File: src/rtl/sram_pkg.sv
// Shared constants for the SRAM controller and its datapath stage.
package sram_pkg;

    localparam int ADDR_WIDTH = 11;
    localparam int DATA_WIDTH = 8;

    // Values carried on read_enable
    localparam logic MODE_READ  = 1'b1;
    localparam logic MODE_WRITE = 1'b0;

endpackage : sram_pkg

File: src/rtl/sram_addr_counter.sv
// SRAM address counter: synchronous clear, increment, wrap at LAST with a one-cycle pulse.
module sram_addr_counter #(
    parameter int               WIDTH = 11,
    parameter logic [WIDTH-1:0] LAST  = {WIDTH{1'b1}}
) (
    input  logic             clock,
    input  logic             reset,
    input  logic             clear_i,
    input  logic             inc_i,
    output logic [WIDTH-1:0] addr_o,
    output logic             wrap_o
);

    logic [WIDTH-1:0] addr_q, addr_d;
    logic             wrap_q, wrap_d;

    // Next address: clear beats increment, and a cleared edge never reports a wrap.
    always_comb begin
        addr_d = addr_q;
        wrap_d = 1'b0;
        if (clear_i) begin
            addr_d = '0;
        end else if (inc_i) begin
            if (addr_q == LAST) begin
                addr_d = '0;
                wrap_d = 1'b1;
            end else begin
                addr_d = addr_q + 1'b1;
            end
        end
    end

    // Address and wrap pulse registers.
    always_ff @(posedge clock or posedge reset) begin
        if (reset) begin
            addr_q <= '0;
            wrap_q <= 1'b0;
        end else begin
            addr_q <= addr_d;
            wrap_q <= wrap_d;
        end
    end

    assign addr_o = addr_q;
    assign wrap_o = wrap_q;

endmodule : sram_addr_counter

File: src/rtl/sram_datapath.sv
// Datapath stage behind the SRAM control FSM: address counter, write register,
// read capture and running checksums, plus the SRAM pin strobes.
module sram_datapath #(
    parameter int ADDR_WIDTH = sram_pkg::ADDR_WIDTH,
    parameter int DATA_WIDTH = sram_pkg::DATA_WIDTH,
    parameter int LAST_ADDR  = 2**ADDR_WIDTH - 1
) (
    input  logic                  clock,
    input  logic                  reset,
    input  logic                  increment,
    input  logic                  latch,
    input  logic                  data_valid,
    input  logic                  output_enable,
    input  logic                  read_enable,
    input  logic                  chip_select,
    input  logic [DATA_WIDTH-1:0] wr_data,
    input  logic [DATA_WIDTH-1:0] sram_data_in,
    output logic [ADDR_WIDTH-1:0] sram_addr,
    output logic [DATA_WIDTH-1:0] sram_data_out,
    output logic                  sram_data_drive,
    output logic                  sram_we_n,
    output logic                  sram_oe_n,
    output logic                  sram_cs_n,
    output logic [DATA_WIDTH-1:0] rd_data,
    output logic                  rd_valid,
    output logic                  wrap,
    output logic [DATA_WIDTH-1:0] wr_checksum,
    output logic [DATA_WIDTH-1:0] rd_checksum
);

    import sram_pkg::*;

    logic                  prev_mode_q;
    logic [DATA_WIDTH-1:0] data_out_q, data_out_d;
    logic [DATA_WIDTH-1:0] wr_sum_q, wr_sum_d;
    logic [DATA_WIDTH-1:0] rd_data_q, rd_data_d;
    logic [DATA_WIDTH-1:0] rd_sum_q, rd_sum_d;
    logic                  rd_valid_q, rd_valid_d;

    logic mode_change;
    logic in_write;
    logic in_read;
    logic do_latch;
    logic do_capture;

    assign mode_change = (read_enable != prev_mode_q);
    assign in_write    = (read_enable == MODE_WRITE);
    assign in_read     = (read_enable == MODE_READ);
    assign do_latch    = latch && in_write;
    // A mode change edge suppresses the capture so the fresh read checksum starts clean.
    assign do_capture  = in_read && !output_enable && !data_valid && !mode_change;

    sram_addr_counter #(
        .WIDTH (ADDR_WIDTH),
        .LAST  (ADDR_WIDTH'(LAST_ADDR))
    ) u_addr_counter (
        .clock   (clock),
        .reset   (reset),
        .clear_i (mode_change),
        .inc_i   (increment),
        .addr_o  (sram_addr),
        .wrap_o  (wrap)
    );

    // Next-state for write register, read capture and checksums.
    always_comb begin
        data_out_d = data_out_q;
        wr_sum_d   = wr_sum_q;
        rd_data_d  = rd_data_q;
        rd_sum_d   = rd_sum_q;
        rd_valid_d = do_capture;

        // Entering a mode restarts that mode's checksum; a latch on the same
        // edge then accumulates onto the cleared value.
        if (mode_change && in_write) wr_sum_d = '0;
        if (mode_change && in_read)  rd_sum_d = '0;

        if (do_latch) begin
            data_out_d = wr_data;
            wr_sum_d   = wr_sum_d + wr_data;
        end

        if (do_capture) begin
            rd_data_d = sram_data_in;
            rd_sum_d  = rd_sum_q + sram_data_in;
        end
    end

    // Datapath state registers; mode history resets to read.
    always_ff @(posedge clock or posedge reset) begin
        if (reset) begin
            prev_mode_q <= MODE_READ;
            data_out_q  <= '0;
            wr_sum_q    <= '0;
            rd_data_q   <= '0;
            rd_sum_q    <= '0;
            rd_valid_q  <= 1'b0;
        end else begin
            prev_mode_q <= read_enable;
            data_out_q  <= data_out_d;
            wr_sum_q    <= wr_sum_d;
            rd_data_q   <= rd_data_d;
            rd_sum_q    <= rd_sum_d;
            rd_valid_q  <= rd_valid_d;
        end
    end

    // Pin strobes follow the controller but are forced inactive while reset is high.
    assign sram_oe_n       = reset | output_enable;
    assign sram_cs_n       = reset | chip_select;
    assign sram_data_drive = ~reset & ~read_enable;
    assign sram_we_n       = reset | ~(~read_enable & data_valid);

    assign sram_data_out = data_out_q;
    assign wr_checksum   = wr_sum_q;
    assign rd_data       = rd_data_q;
    assign rd_checksum   = rd_sum_q;
    assign rd_valid      = rd_valid_q;

endmodule : sram_datapath

File: config.mk
export PLATFORM = sky130hd
export DESIGN_NAME = sram_datapath
export DESIGN_NICKNAME = d
export VERILOG_FILES = /design/src/rtl/sram_pkg.sv /design/src/rtl/sram_addr_counter.sv /design/src/rtl/sram_datapath.sv
export SDC_FILE = /design/constraint.sdc
export NUM_CORES = 1
export LEC_CHECK = 0
export BUFFER_PORTS_ARGS = -buffer_cell sky130_fd_sc_hd__buf_2
export CORE_ASPECT_RATIO = 0.9
export CORE_MARGIN = 2
export CORE_UTILIZATION = 50
export CTS_BUF_LIST = sky130_fd_sc_hd__clkbuf_8 sky130_fd_sc_hd__clkbuf_16
export CTS_CLUSTER_DIAMETER = 100
export DETAILED_ROUTE_END_ITERATION = 12
export PLACE_DENSITY = 0.76
export REMOVE_ABC_BUFFERS = 1
export SLEW_MARGIN = 5
export SYNTH_ARGS = -nofsm -noshare
export SYNTH_HDL_FRONTEND = slang
export SYNTH_HIERARCHICAL = 1
export SYNTH_SLANG_ARGS = --single-unit
export TNS_END_PERCENT = 10
File: constraint.sdc
create_clock -name clock -period 3.2 [get_ports clock]
set_input_delay 0.8 -clock clock [delete_from_list [all_inputs] [get_ports clock]]
set_output_delay 0.8 -clock clock [all_outputs]
set_load 0.02 [all_outputs]
==> results.md, run 1 <==
- Status: finished, final reports clean
- Post-synth ARST share: 1.00
- Max-Slew Margin vs Limit: 0.534
- Total track usage: 0.207
- Final Non-Filler Cells: 437
- Clk_skew: roughly 0.006 ns
- RSZ-0062 raised after global routing: no
- Main synth FF type: dfrtp_1
- Crit path max fanout: 7
- Type of origin of the critical path: input port
- Leak Pwr: 1.70 nW
- Core ar.: 5190 µm²
- Tcrit/Tclk final: 0.845
- Fmax: 0.370 GHz
- Commonest non-fill, non-tap cell in the layout: nand2_1
- Reg clk slew, reported paths: ~0.09 ns
- Post-CTS Setup Inserts: 0
- Gate count of the mapped netlist: 296
- Int Pwr: ~1.2 mW
- Vias per inst: 5.33
- Diode count: 0
- Most frequent cells in the layout: nand2_1 (73), buf_2 (72), dfrtp_1 (45)
- Worst path required time: 3.39 ns
- Top cells by area, synth: dfrtp_1 (42%), nand2_1 (10%), ha_1 (7.5%)
- Min Hold Slack: 0.473 ns
- Sw Ratio: 0.334
- Comb pwr share: 0.310
- Flop pwr share: 0.398
- Antenna Nets Post-Route: 0
- DR vias: 2,330
- Share of cells above drive strength 1: 0.249
- Fin util: 0.620
- Area added between synthesis and finish: 21.1%
- EDFF count, synth: 0
- Netlist cell types: 48
- Final setup TNS: 0 ns
- Slowest-stage cell, CP: fa_1
- Fin area: ~3200 µm²
- Initial DRC count: approximately 100
- DRC: 0
- Minimum clock period: 2.70 ns
- Initial antenna violation count: 0
- Power Total: 1.78 mW
- Clock Power Share: 0.292
- Placed cell areas: 3080 µm²
- Port bufs: 72
- Max stage delay on crit path: 0.39 ns
- Yosys warnings: 6
- H-tree levels: 2
- I/O pin total: 73
- Num rows: 25
- Largest net degree at the start of global routing: 27
- Final HPWL DP: 4440 µm
- Final Max Tran Viols: 0
- CTS Sinks: 46
- Worst Hold Class: reg -> reg
- Register area share after synthesis: 0.433
- Number of global-route vias before repair: between 2,000 and 2,500
- Slew @ Worst Pin: 0.698 ns
- Crit end category: flip-flop
- DIE WIDTH: between 80 and 90 µm
- First-pass GRT wire length: 9520 µm
- Grt total ovfl: 0
- Max clock buf depth: 2
- Psw: 0.595 mW
- Die height: 73.2 µm
- Clock Tree Root: clkbuf_8
- Post-CTS Resized: 0
- Cts hold-fix bufs: 0
- Post-synth top area share: 0.424
- Post-Syn Area: 2660 µm²
- Post-Place Setup Slack: approximately 0.18 ns
- Detailed-route wire length: 5820 µm
- Final net count: between 400 and 500
- Mapped Avg Cell Area: 8.98 µm²
- Die Area: 5920 µm²
- Synthesis-stage register bit count: 46
- Setup slack after layout: 0.497 ns
- Placer Congestion: between 0.8 and 0.9
- WL/cell: between 10 and 15 µm
- Setup Viol. Count Final: 0
- Starting density of the core: 0.512
- CP Class: in -> reg
- Worst vdd ir: 0.264 mV
- Fin. Hold Viols: 0
- Largest area contributor in the netlist: dfrtp_1
- CTS tree: yes
- Crit path DAT: roughly 2.9 ns
- Placed instance count: 429
- Drt pass-1 iters: 4
- Max_cap viols: 0
- Clk_lat worst skew: 0.30 ns
- Critical-path cell list: buf_2 > inv_1 > ha_1 > nor2b_1 > ha_1 > inv_1 > fa_1 > nor2b_1 > o21ai_0 > a21boi_0 > or3_1 > nand3_1
- TritonCTS Buffers: 5
- Cell Pwr Density: 553 nW/µm²
synthesized netlist by cell type (all sizes together), types with 2 or more instances:
cell type,number
nand2,73
dfrtp,45
nand4,3
nor2b,8
a21oi,11
mux2i,3
xor2,4
clkbuf,4
inv,16
xnor2,4
or2,2
nor2,8
or4b,2
ha,16
o21ai,13
nand2b,2
a211oi,4
a21o,5
fa,2
a31oi,2
buf,6
or4,4
nor3b,6
nand3,18
o31ai,7
and3,3
a2111oi,2
nor3,4
or3,3
o21bai,2
per-layer routing:
metal	vias to the layer above	share of wire	track usage
met5	-	0	0
met4	0	0.0091	0.0565
met3	4	0.067	0.0569
met2	68	0.47	0.350
met1	1087	0.46	0.262
li1	1171	-	-
layout make-up:
cell class,instances,area (µm²)
Multi-Input combinational cell,224,1400
Timing Repair Buffer,76,390
Clock inverter,3,68.8
Sequential cell,46,1150
Fill cell,487,1970
Tap cell,67,83.8
Clock buffer,5,68.8
Inverter,16,60.1
critical path, delay by kind of cell:
kind            cells  cell delay, ns
compound gates      2            0.42
simple gates        4            0.54
fa+ha+maj           3            0.88
buf+inv             3            0.27
flip-flops by register name, summed over array words and instances, names as in the netlist:
signal                 flops
wr_checksum                8
u_addr_counter/wrap_o      1
rd_checksum                8
u_addr_counter/addr_o     11
rd_valid                   1
sram_data_out              8
prev_mode_q                1
rd_data                    8
final timing paths:
kind / from / to / cells after the start / slack (ns)
worst min register to register: sram_data_out[6]$_DFFE_PP0P_ / sram_data_out[6]$_DFFE_PP0P_ / 2 / 0.47
worst max-delay path: read_enable / wr_checksum[6]$_DFF_PP0_ / 12 / 0.50
max in group asynchronous: reset / sram_data_out[6]$_DFFE_PP0P_ / 3 / 1.96
worst max register to register: prev_mode_q$_DFF_PP1_ / wr_checksum[7]$_DFF_PP0_ / 10 / 0.75
min in group asynchronous: reset / u_addr_counter/addr_o[2]$_DFFE_PP0P_ / 2 / 0.54
worst min-delay path: sram_data_out[6]$_DFFE_PP0P_ / sram_data_out[6]$_DFFE_PP0P_ / 2 / 0.47
power by group through the flow:
stage | Combinational, mW | Clock [mW] | Sequential [mW]
finish | 0.551 | 0.519 | 0.709
global route | 0.614 | 0.551 | 0.721
CTS | 0.554 | 0.528 | 0.710
detailed placement | 0.552 | 0 | 0.721
global placement | 0.538 | 0 | 0.721
floorplan | 0.276 | 0 | 0.819
kinds of logic after synthesis:
group,after synthesis,share of synthesized area
AO/OA/AOI/OAI,54,0.134
adder cells (fa/ha/maj),18,0.0904
buffers and inverters,26,0.0419
AND/OR/NAND/NOR,140,0.258
flip-flops,46,0.433
XOR/XNOR,8,0.0264
multiplexers,4,0.0155
Note: power is estimated with default switching activity, not from simulation.
==> inputs of run 2 (changes only) <==
clock period = 2.5 ns   (was 3.2 ns; I/O delays follow)
==> run 2 against run 1 <==
- sequential cell count did not move
- clock-buffer cell count did not move
- via count rose by 1.5%
- core utilization rose by 0.31 points
- power rose by 23%
- wire length rose by 3.1%
- worst setup slack got worse by 0.35 ns
- critical path type is now reg -> reg
==> results.md, run 2 (same netlist as run 1, synthesis figures left out) <==
- Leak Pwr: 1.72 nW (+1.1%)
- Diode count: 0 (unchanged)
- Fin. Hold Viols: 0 (unchanged)
- CP startpoint: prev_mode_q$_DFF_PP1_
- Num rows: 25 (unchanged)
- Critical path's top delay family: compound AO/OA/AOI/OAI gates
- Antenna Nets Post-Route: 0 (unchanged)
- Cell Pwr Density: 675 nW/µm² (+22%)
- Worst path required time: 2.70 ns (-0.69 ns)
- Worst Hold Class: in -> async
- Flop pwr share: 0.417 (+0.019)
- RSZ-0062 raised after global routing: no
- CTS Sinks: 46 (unchanged)
- Share of cells above drive strength 1: 0.261 (+0.0120)
- Post-Place Setup Slack: -0.204 ns (-0.384 ns)
- Port bufs: 72 (unchanged)
- Clk_lat worst skew: 0.30 ns (about the same)
- Reg clk slew, reported paths: 0.08 ns (about the same)
- Crit end category: flip-flop
- Min Hold Slack: 0.367 ns (-0.106 ns)
- Commonest non-fill, non-tap cell in the layout: nand2_1
- Buf/Inv on CP: 2 (-1)
- Final Max Tran Viols: 0 (unchanged)
- Crit path max fanout: 5 (-2)
- I/O pin total: 73 (unchanged)
- Tcrit/Tclk final: 0.940
- Comb pwr share: 0.335 (+0.025)
- CTS tree: yes
- Die Area: 5920 µm² (unchanged)
- Worst vdd ir: 0.318 mV (+21%)
- Psw: 0.758 mW (+27%)
- Detailed-route wire length: 6000 µm (+3.1%)
- Int Pwr: 1.43 mW (+20%)
- Fmax: 0.425 GHz
- Fin util: 0.623 (+0.00313)
- Final HPWL DP: 4480 µm (+1.1%)
- Power Total: 2.18 mW (+23%)
- Reg-to-Reg End: wr_checksum[7]$_DFF_PP0_
- Initial DRC count: 132 (+27%)
- WL/cell: 13.5 µm (+1.7%)
- Slowest-stage cell, CP: dfstp_2
- Minimum clock period: 2.35 ns
- Fillers: 464 (-4.7%)
- Grt total ovfl: 0 (unchanged)
- Clock Tree Root: clkbuf_8
- DRC: 0 (unchanged)
- Number of global-route vias before repair: 2,171 (-0.60%)
- Stages on worst setup path: 10 (-2)
- DR vias: 2,366 (+1.5%)
- Flop2flop setup slack: 0.15 ns (-0.60 ns)
- Sw Ratio: 0.347 (+0.0127)
- DIE WIDTH: 80.9 µm (unchanged)
- First-pass GRT wire length: 9850 µm (+3.6%)
- Largest register FFs: 11 (unchanged)
- Core ar.: 5190 µm² (unchanged)
- Max-Slew Margin vs Limit: 0.658 (+0.123)
- Total track usage: 0.212 (+0.00502)
- Clock Power Share: 0.248 (-0.044)
- Reg2Reg Launch Point: prev_mode_q$_DFF_PP1_
- Largest net degree at the start of global routing: 35 (+30%)
- Vias per inst: 5.34 (+0.17%)
- Final net count: 417 (+1.5%)
- Area added between synthesis and finish: 21.7%
- Setup slack after layout: 0.150 ns (-0.347 ns)
- Placer Congestion: 0.806 (-1.1%)
- Type of origin of the critical path: flip-flop
- Clk_skew: 0.00535 ns (-0.000525 ns)
- Max clock buf depth: 2 (unchanged)
- Max stage delay on crit path: 0.52 ns (+0.13 ns)
- Crit path DAT: 2.55 ns (-0.34 ns)
- Setup Viol. Count Final: 0 (unchanged)
- Crit path to: wr_checksum[7]$_DFF_PP0_
- Critical-path cell list: ha_1 > inv_1 > nand2_1 > inv_1 > ha_1 > a21o_1 > a31oi_1 > a21oi_1 > o21a_1 > o31ai_1
- Drt pass-1 iters: 4 (unchanged)
- Status: finished, final reports clean
- Worst-case reg-to-reg path depth: 10 (unchanged)
- Slew @ Worst Pin: 0.509 ns (-0.189 ns)
- H-tree levels: 2 (unchanged)
- Initial antenna violation count: 0 (unchanged)
- Most frequent cells in the layout: nand2_1 (73), buf_2 (72), dfrtp_1 (45)
- Max_cap viols: 0 (unchanged)
- TritonCTS Buffers: 5 (unchanged)
- CP Class: reg -> reg
- Die height: 73.2 µm (unchanged)
- Starting density of the core: 0.512 (unchanged)
-- run 2: repair_timing --
item | 4_1_cts | 5_1_grt
gates resized for setup | 0 | 1
endpoints found under the setup margin | 0 | 1
buffers inserted | 0 | 0
hold endpoints to repair | 0 | 0
hold buffers | 0 | 0
-- run 2: through the flow --
stage	instance area, µm²	instances	setup TNS (ns)
floorplan	2610	286	0
global placement	3130	435	-0.224
detailed placement	3130	435	-0.410
CTS	3240	443	0
global route	3240	443	0
finish	3240	443	0
-- run 2: power by group through the flow --
| stage | clock [mW] | combinational, mW | sequential [mW] |
|---|---|---|---|
| after global placement | 0 | 0.709 | 0.924 |
| after detailed placement | 0 | 0.726 | 0.927 |
| after global routing | 0.585 | 0.813 | 0.925 |
| final | 0.543 | 0.732 | 0.910 |
| after floorplan | 0 | 0.353 | 1.05 |
| after CTS | 0.568 | 0.731 | 0.912 |
-- run 2: worst min path at each step --
stage / from / endpoint / slack [ns] / cells past startpoint
after floorplan: reset / u_addr_counter/addr_o[0]$_DFFE_PP0P_ / 0.49 / 1
after global placement: sram_data_out[6]$_DFFE_PP0P_ / sram_data_out[6]$_DFFE_PP0P_ / 0.45 / 2
after detailed placement: sram_data_out[7]$_DFFE_PP0P_ / sram_data_out[7]$_DFFE_PP0P_ / 0.46 / 2
after CTS: reset / u_addr_counter/addr_o[0]$_DFFE_PP0P_ / 0.37 / 2
after global routing: reset / u_addr_counter/addr_o[3]$_DFFE_PP0P_ / 0.40 / 2
final: reset / u_addr_counter/addr_o[2]$_DFFE_PP0P_ / 0.37 / 2
-- run 2: worst register-to-register path, stage by stage, from the launching register on --
cell and delay (ns):
dfstp_2 0.52, ha_1 0.23, inv_1 0.08, nand2_1 0.10, inv_1 0.07, ha_1 0.28
a21o_1 0.20, a31oi_1 0.27, a21oi_1 0.14, o21a_1 0.18, o31ai_1 0.20
-- run 2: final cells by class --
cell class,count,area [µm²],area share
sequential,46,1150,0.356
inverter,16,60.1,0.0186
timing repair buffer,82,435,0.135
clock inverter,3,40.0,0.0124
multi-input combinational,224,1400,0.431
tap,67,83.8,0.0259
clock buffer,5,68.8,0.0213
-- run 2: routing by layer --
layer  wire (µm)  vias up  global-route usage
li1            -     1191                   -
met1        2770     1097               0.297
met2        2810       74               0.331
met3         368        4              0.0396
met4          49        0              0.0734
met5           0        -                   0
==> inputs of run 3 (changes only) <==
CORE_ASPECT_RATIO = 0.6   (was 0.9)
==> run 3 against run 2 <==
- power rose by 2.8%
- worst setup slack worse by 0.028 ns
- sequential cell count stayed put
- via count up 3.8%
- clock-buffer cell count stayed put
==> results.md, run 3 (same netlist as run 1, synthesis figures left out) <==
- Tcrit/Tclk final: 0.951 (+0.0110)
- Clk_skew: 0.00904 ns (+0.00370 ns)
- Final HPWL DP: 4970 µm (+11%)
- Final net count: 425 (+1.9%)
- Initial DRC count: 108 (-18%)
- Leak Pwr: 1.76 nW (+2.3%)
- Max-Slew Margin vs Limit: 0.612 (-0.0455)
- Fillers: 470 (+1.3%)
- Commonest non-fill, non-tap cell in the layout: nand2_1
- Core ar.: 5100 µm² (-1.7%)
- Setup Viol. Count Final: 0 (unchanged)
- Antenna Nets Post-Route: 0 (unchanged)
- Slew @ Worst Pin: 0.577 ns (+0.0677 ns)
- Fmax: 0.421 GHz (-1.2%)
- Num rows: 20 (-20%)
- CP Class: reg -> reg
- First-pass GRT wire length: 10,800 µm (+10%)
- Power Total: 2.25 mW (+2.8%)
- Clock Tree Root: clkbuf_8
- Most frequent cells in the layout: nand2_1 (73), buf_2 (72), dfrtp_1 (45)
- CTS tree: yes
- Largest register FFs: 11 (unchanged)
- Total track usage: 0.233 (+0.0209)
- Type of origin of the critical path: flip-flop
- Port bufs: 72 (unchanged)
- Worst vdd ir: 0.334 mV (+4.8%)
- Max clock buf depth: 2 (unchanged)
- Max stage delay on crit path: 0.53 ns (about the same)
- TritonCTS Buffers: 5 (unchanged)
- Final Max Tran Viols: 0 (unchanged)
- Vias per inst: 5.46 (+2.1%)
- Share of cells above drive strength 1: 0.284 (+0.0232)
- Placer Congestion: 0.864 (+7.2%)
- Largest net degree at the start of global routing: 33 (-5.7%)
- Cell Pwr Density: 679 nW/µm² (+0.52%)
- DR vias: 2,455 (+3.8%)
- Fin. Hold Viols: 0 (unchanged)
- Slowest-stage cell, CP: dfstp_2
- Final setup TNS: 0 ns (unchanged)
- Status: finished, final reports clean
- Crit path DAT: 2.57 ns (+0.02 ns)
- Reg clk slew, reported paths: 0.09 ns (about the same)
- WL/cell: 14.8 µm (+9.0%)
- Drt pass-1 iters: 5 (+1)
- Minimum clock period: 2.38 ns (+0.0275 ns)
- Area added between synthesis and finish: 24.5%
- Crit end category: flip-flop
- Diode count: 0 (unchanged)
- Number of global-route vias before repair: 2,233 (+2.9%)
- Detailed-route wire length: 6650 µm (+11%)
- Starting density of the core: 0.521 (+0.00879)
- Initial antenna violation count: 0 (unchanged)
- DRC: 0 (unchanged)
- Worst path required time: 2.69 ns (about the same)
- Clk_lat worst skew: 0.30 ns (about the same)
- Die Area: 5940 µm² (+0.31%)
- H-tree levels: 2 (unchanged)
- I/O pin total: 73 (unchanged)
- Reg area: 1150 µm² (unchanged)
- Crit path max fanout: 5 (unchanged)
- CTS Sinks: 46 (unchanged)
- DIE WIDTH: 98.1 µm (+21%)
- RSZ-0062 raised after global routing: no
- Die height: 60.5 µm (-17%)
- Fin util: 0.648 (+0.0252)
- Max_cap viols: 0 (unchanged)
- Area occupied by multi-input gates: 1410 µm² (+1.1%)
- Grt total ovfl: 0 (unchanged)
- Critical-path cell list: ha_2 > buf_4 > nor2b_1 > ha_1 > and3_1 > a31oi_2 > a2111oi_1 > nand3b_1 > o31ai_2
- Worst Hold Class: in -> async
==> run 3: cell count changes in the layout (fill, tap and decap cells not counted), sizes merged <==
| cell | previous run | this run |
|---|---|---|
| buf | 82 | 90 |
==> run 3: final cells by class <==
| class | count | area share |
|---|---|---|
| tap | 66 | 0.0250 |
| sequential | 46 | 0.348 |
| clock buffer | 5 | 0.0208 |
| multi-input combinational | 224 | 0.426 |
| inverter | 16 | 0.0181 |
| clock inverter | 3 | 0.0121 |
| timing repair buffer | 90 | 0.150 |
==> run 3: per-layer routing <==
| layer | GRT usage | share of wire | routed length [µm] |
|---|---|---|---|
| met4 | 0.0391 | 0.0048 | 32 |
| met3 | 0.0449 | 0.060 | 397 |
| met5 | 0 | 0 | 0 |
| met2 | 0.349 | 0.43 | 2840 |
| met1 | 0.361 | 0.51 | 3370 |
==> run 3: worst paths after layout <==
kind / startpoint / to / slack [ns] / cells after the start
max in group asynchronous: reset / prev_mode_q$_DFF_PP1_ / 1.64 / 3
min in group clock: rd_data[2]$_DFFE_PP0P_ / rd_data[2]$_DFFE_PP0P_ / 0.48 / 2
hold reg to reg: rd_data[2]$_DFFE_PP0P_ / rd_data[2]$_DFFE_PP0P_ / 0.48 / 2
setup reg to reg: prev_mode_q$_DFF_PP1_ / wr_checksum[7]$_DFF_PP0_ / 0.12 / 9
hold / removal: reset / rd_checksum[7]$_DFFE_PP0P_ / 0.21 / 2
setup / recovery: prev_mode_q$_DFF_PP1_ / wr_checksum[7]$_DFF_PP0_ / 0.12 / 9
==> run 3: critical path: cells and delay by family, from the launching register on <==
family,cells,cell delay (ns)
flops,1,0.53
simple gates,3,0.44
compound gates,3,0.58
buf+inv,1,0.14
fa+ha+maj,2,0.58
==> run 3: where the power goes <==
group	switching, mW	total (mW)	internal [mW]
logic	0.469	0.779	0.309
registers	0.0662	0.914	0.848
clock network	0.259	0.554	0.295
==> run 3: stage by stage <==
stage	hold WS, ns	worst slack, ns	cell area, µm²	instances
2_1_floorplan	0.490	0.0594	2610	286
3_3_place_gp	0.451	-0.149	3190	442
3_5_place_dp	0.458	-0.322	3190	442
4_1_cts	0.210	0.0412	3290	450
5_1_grt	0.222	0.0143	3310	450
6_report	0.215	0.122	3310	450
==> run 3: repair_timing <==
| item | in CTS | in global routing |
|---|---|---|
| hold buffers | 0 | 0 |
| resized for setup | 1 | 4 |
| setup buffers | 0 | 0 |
| endpoints found under the setup margin | 1 | 2 |
| pin swaps | 0 | 1 |
